`src/rtl/herring_clock_gen.sv`:
```
// PHI2 generator and CPU reset sequencer for the Herring 6502 board.
// Stretches the high phase for the ACIA/VIA window and parks the clock low for single-step.
module herring_clock_gen #(
   parameter int DIV_LOW      = 4,
   parameter int DIV_HIGH     = 4,
   parameter int IO_WAIT      = 8,
   parameter int RESET_CYCLES = 16
) (
   input  logic       clk_src,
   input  logic       reset_n,
   input  logic [5:0] address,
   input  logic       step_mode,
   input  logic       step_req,
   output logic       cpu_clk_in,
   output logic       cpu_resb,
   output logic       halted
);

   typedef enum logic [1:0] {
      ST_LOW     = 2'd0,
      ST_HIGH    = 2'd1,
      ST_STRETCH = 2'd2,
      ST_HALT    = 2'd3
   } state_t;

   localparam int           IO_LAST_I  = (IO_WAIT > 0) ? IO_WAIT - 1 : 0;
   localparam logic [7:0]   LOW_LAST   = 8'(DIV_LOW - 1);
   localparam logic [7:0]   HIGH_LAST  = 8'(DIV_HIGH - 1);
   localparam logic [7:0]   IO_LAST    = 8'(IO_LAST_I);
   localparam logic [15:0]  RST_TARGET = 16'(RESET_CYCLES);
   localparam logic         STRETCH_EN = (IO_WAIT > 0);

   state_t      state_q, state_d;
   logic [7:0]  cnt_q, cnt_d;
   logic [15:0] rst_cnt_q, rst_cnt_d;
   logic        io_sel_q, io_sel_d;
   logic        clk_q, clk_d;
   logic        resb_q, resb_d;
   logic        halted_q, halted_d;
   logic        mode_s1_q, mode_s1_d, mode_s2_q, mode_s2_d;
   logic        req_s1_q, req_s1_d, req_s2_q, req_s2_d, req_prev_q, req_prev_d;
   logic        io_hit_s, step_edge_s, step_mode_s, fall_s;

   // Next-state logic: phase counter, FSM, reset sequencer and synchronisers
   always_comb begin
      io_hit_s    = ((address & 6'b111110) == 6'b100000);
      step_mode_s = mode_s2_q;
      step_edge_s = req_s2_q & ~req_prev_q;

      mode_s1_d   = step_mode;
      mode_s2_d   = mode_s1_q;
      req_s1_d    = step_req;
      req_s2_d    = req_s1_q;
      req_prev_d  = req_s2_q;

      state_d     = state_q;
      cnt_d       = cnt_q;
      io_sel_d    = io_sel_q;
      rst_cnt_d   = rst_cnt_q;
      resb_d      = resb_q;
      fall_s      = 1'b0;

      case (state_q)
         ST_LOW: begin
            if (cnt_q == LOW_LAST) begin
               cnt_d = 8'd0;
               // Single-step only takes over once the CPU has had its reset clocks
               if (step_mode_s && resb_q) begin
                  state_d = ST_HALT;
               end else begin
                  state_d  = ST_HIGH;
                  io_sel_d = io_hit_s;
               end
            end else begin
               cnt_d = cnt_q + 8'd1;
            end
         end
         ST_HIGH: begin
            if (cnt_q == HIGH_LAST) begin
               cnt_d = 8'd0;
               if (io_sel_q && STRETCH_EN) begin
                  state_d = ST_STRETCH;
               end else begin
                  state_d = ST_LOW;
                  fall_s  = 1'b1;
               end
            end else begin
               cnt_d = cnt_q + 8'd1;
            end
         end
         ST_STRETCH: begin
            if (cnt_q == IO_LAST) begin
               cnt_d   = 8'd0;
               state_d = ST_LOW;
               fall_s  = 1'b1;
            end else begin
               cnt_d = cnt_q + 8'd1;
            end
         end
         ST_HALT: begin
            cnt_d = 8'd0;
            if (step_edge_s || !step_mode_s) begin
               state_d  = ST_HIGH;
               io_sel_d = io_hit_s;
            end else begin
               state_d = ST_HALT;
            end
         end
         default: begin
            state_d = ST_LOW;
            cnt_d   = 8'd0;
         end
      endcase

      // Count completed CPU periods; counting stops once RESB is released
      if (fall_s && !resb_q) begin
         rst_cnt_d = rst_cnt_q + 16'd1;
         resb_d    = ((rst_cnt_q + 16'd1) == RST_TARGET);
      end else begin
         rst_cnt_d = rst_cnt_q;
      end

      clk_d    = (state_d == ST_HIGH) || (state_d == ST_STRETCH);
      halted_d = (state_d == ST_HALT);
   end

   // State and output registers with asynchronous board reset
   always_ff @(posedge clk_src or negedge reset_n) begin
      if (!reset_n) begin
         state_q    <= ST_LOW;
         cnt_q      <= 8'd0;
         rst_cnt_q  <= 16'd0;
         io_sel_q   <= 1'b0;
         clk_q      <= 1'b0;
         resb_q     <= 1'b0;
         halted_q   <= 1'b0;
         mode_s1_q  <= 1'b0;
         mode_s2_q  <= 1'b0;
         req_s1_q   <= 1'b0;
         req_s2_q   <= 1'b0;
         req_prev_q <= 1'b0;
      end else begin
         state_q    <= state_d;
         cnt_q      <= cnt_d;
         rst_cnt_q  <= rst_cnt_d;
         io_sel_q   <= io_sel_d;
         clk_q      <= clk_d;
         resb_q     <= resb_d;
         halted_q   <= halted_d;
         mode_s1_q  <= mode_s1_d;
         mode_s2_q  <= mode_s2_d;
         req_s1_q   <= req_s1_d;
         req_s2_q   <= req_s2_d;
         req_prev_q <= req_prev_d;
      end
   end

   assign cpu_clk_in = clk_q;
   assign cpu_resb   = resb_q;
   assign halted     = halted_q;

endmodule

```
`config.mk`:
```
export PLATFORM = sky130hd
export DESIGN_NAME = herring_clock_gen
export DESIGN_NICKNAME = d
export VERILOG_FILES = /design/src/rtl/herring_clock_gen.sv
export SDC_FILE = /design/constraint.sdc
export NUM_CORES = 1
export LEC_CHECK = 0
export ABC_CLOCK_PERIOD_IN_PS = 6800
export CORE_MARGIN = 2
export CORE_UTILIZATION = 40
export CTS_CLUSTER_DIAMETER = 60
export DETAILED_ROUTE_END_ITERATION = 8
export GPL_ROUTABILITY_DRIVEN = 0
export GPL_TIMING_DRIVEN = 0
export HOLD_SLACK_MARGIN = 0.15
export PLACE_DENSITY = 0.65
export RECOVER_POWER = 25
export SYNTH_ARGS = -nofsm -noshare
export SYNTH_HDL_FRONTEND = slang
export SYNTH_SLANG_ARGS = --single-unit
export TNS_END_PERCENT = 30
```
`constraint.sdc`:
```
create_clock -name clk_src -period 6.8 [get_ports clk_src]
set_clock_uncertainty 0.1 [all_clocks]
set_input_delay 1.02 -clock clk_src [delete_from_list [all_inputs] [get_ports clk_src]]
set_output_delay 1.02 -clock clk_src [all_outputs]
set_load 0.005 [all_outputs]
```
==> reports/results.ini <==
[timing]
fin_setup_tns_ns = 0
rsz0062_at_grt = false
tightest_slew_ns = 1.809
slew_headroom = -0.2063
min_period_ns = 2.387
hold_viol_final = 0
fmax_mhz = 418.9
final-max-slew-violation-count = 36
period_share = 0.3511
whs_ns = 0.2503
setup_viol = 0

[synthesis]
synth_compound_area_frac = 0.07368
synth_edf_count = 0
ys_seq_elements = 35
post_synth.cell_area_avg_um2 = 10.49
synthesis.area_mm2 = 0.001868
synth.distinct_cells = 44
synthAdderAreaFrac = 0.05358
ys_seq_area_frac = 0.4689
syn_nets = 196
synth-simple-area-share = 0.2425
ys_warn_count = 0
netlist_instances = 178
synth_xor_area_frac = 0.1031
async_flop_share = 1.000
synthMuxAreaShare = 0.01741
synth_top_family_by_area = simple AND/OR/NAND/NOR gates
ys.flop_type = dfrtp_1

[critical_path]
critPathMaxStageDelay_ns = 0.55
crit_slowest_cell = or4_4
start_kind = flip-flop
required_ns = 6.87
worstPathArrival_ns = 2.46
crit_chain = or4_4 > nor4_2 > mux2_1 > nand2_1 > a21oi_1 > ha_1
end_kind = flip-flop
cp_max_fo = 6
path_class = reg2reg

[grt]
grt_pass1_wl_um = 5630
grt_overflow = 0
grt_pass1_vias = 1240
grt_antenna_before_repair = 0
grtUsageTotal = 0.1373
grt_max_degree = 36

[power_and_ir_drop]
p_leak_nw = 0.9424
p_switching_uw = 213.9
p_comb_frac = 0.274
peakVddDrop_uv = 116.9
pwr_density_cell_mw_per_mm2 = 315.2
p_clk_frac = 0.327
p_int_uw = 471.3
swShare = 0.3121
p_total_uw = 685.1
pwr-share-seq = 0.399

[routing]
vias = 1327
wire_per_inst_um = 13.16
antenna_left = 0
drc_errors = 0
dr.first_iter.drc_count = 85
dr.pass1.iters = 4
routed_wl_um = 3278
viasPerCell = 5.329

[clock_network]
cts_root_buf = clkbuf_8
clock_latency_ns = 0.28
cts_sinks = 35
cts_tree = built
path_clk_slew_ns = 0.07
cts_buffer_depth = 2
post_cts_resize_count = 0
cts_buffers = 5
post_cts_buffers = 0
ctsHoldBuffers = 0
cts-htree-levels = 2

[placed_design]
dp_hpwl_um = 2310
numPortBuffers = 11

[floorplan]
fp.dieW_um = 72.34
initial_utilization = 0.4232
rows = 24
ios = 13
die-area_mm2 = 0.005233
core_area_mm2 = 0.004414
die_y_um = 72.34

[job]
maxCapViolations = 1

[status]
outcome = finished with violations
failed_checks = capacitance limit, slew limit

[hold_path]
hp-class = reg2reg

[final_layout]
areaGrowthSynthToFinish_pct = 16.34
num_antenna_cells = 0
drive_above_1_share = 0.1066
nets = 214
final_util = 0.4923

-- cells in the mapped netlist (all sizes together), types with 2 or more instances --
cell,n,area share
dfrtp,35,0.47
xnor2,17,0.080
nand2,14,0.028
inv,12,0.024
nor2,12,0.028
nand3,10,0.029
nand4,9,0.030
ha,8,0.054
nor4,7,0.027
a21oi,6,0.018
nor3,5,0.016
o21ai,5,0.013
xor2,5,0.023
buf,3,0.013
a31oi,2,0.0067
and3,2,0.0067
and4,2,0.0094
clkbuf,2,0.0040
mux2,2,0.012
nand3b,2,0.0080
or3,2,0.0067
-- layer usage --
metal / track usage / up-vias / routed length, µm
met5: 0 / - / 0
met4: 0.05031 / 0 / 38
met3: 0.03750 / 5 / 96
met2: 0.2171 / 16 / 1487
met1: 0.1802 / 640 / 1655
li1: - / 666 / -
-- worst paths after layout --
| kind | start | endpoint | slack (ns) | cells after the start |
|---|---|---|---|---|
| max | cnt_q[3]$_DFF_PN0_ | cpu_clk_in$_DFF_PN0_ | 4.41 | 6 |
| min | mode_s1_q$_DFF_PN0_ | mode_s2_q$_DFF_PN0_ | 0.25 | 0 |
| max reg2reg | cnt_q[3]$_DFF_PN0_ | cpu_clk_in$_DFF_PN0_ | 4.41 | 6 |
| min reg2reg | mode_s1_q$_DFF_PN0_ | mode_s2_q$_DFF_PN0_ | 0.25 | 0 |
| max in group asynchronous | reset_n | rst_cnt_q[3]$_DFFE_PN0P_ | 4.44 | 1 |
| min in group asynchronous | reset_n | cnt_q[4]$_DFF_PN0_ | 1.12 | 1 |
-- critical path: cells and delay by family (launching register included) --
kind,cells,cell delay [ns]
fa+ha+maj,1,0.31
flops,1,0.44
simple gates,3,0.98
compound gates,1,0.08
mux,1,0.37
-- area by class of cell --
class                           instances  area [µm²]
Sequential cell                        35       875.8
Fill cell                             414        2241
Timing Repair Buffer                   11       103.9
Multi-Input combinational cell        126       915.9
Clock buffer                            5       68.82
Inverter                               12       45.04
Tap cell                               52       65.06
Clock inverter                          3       67.56
Buffer                                  5       31.28
-- power groups by stage --
| stage | clock network (mW) | logic, mW | registers (mW) |
|---|---|---|---|
| global placement | 0 | 0.185 | 0.277 |
| detailed placement | 0 | 0.191 | 0.278 |
| CTS | 0.231 | 0.191 | 0.274 |
| finish | 0.224 | 0.187 | 0.273 |
| floorplan | 0 | 0.139 | 0.272 |
| global route | 0.237 | 0.220 | 0.279 |
-- kinds of logic (layout without fill, tap and decap cells) --
kind of cell / count (synthesis) / after routing
compound gates: 20 / 20
flops: 35 / 35
xor+xnor: 22 / 22
fa+ha+maj: 8 / 8
buf+inv: 17 / 36
mux: 3 / 3
simple gates: 73 / 73
-- stage by stage --
stage               instance area [µm²]  instances  setup slack [ns]
detailed placement                 2038        241             4.418
finish                             2173        249             4.413
global placement                   2043        241             3.834
floorplan                          1868        178             4.606
global route                       2173        249             3.958
CTS                                2175        249             4.403
-- state kept, by name (all words and copies together), names as in the netlist --
register	count
req_prev_d	1
cpu_clk_in	1
halted	1
req_prev_q	1
io_sel_q	1
mode_s1_q	1
req_s1_q	1
cpu_resb	1
cnt_q	8
mode_s2_q	1
rst_cnt_q	16
state_q	2
-- placed cells by master (no fill, tap or decap), drive strengths merged, types with 8 or more instances in the layout --
master         count
nor2              12
inv               12
nand4              9
clkdlybuf4s50      8
ha                 8
clkbuf             8
nand3             10
dfrtp             35
xnor2             17
nand2             14
No activity file was read; power rests on OpenSTA's default activity.
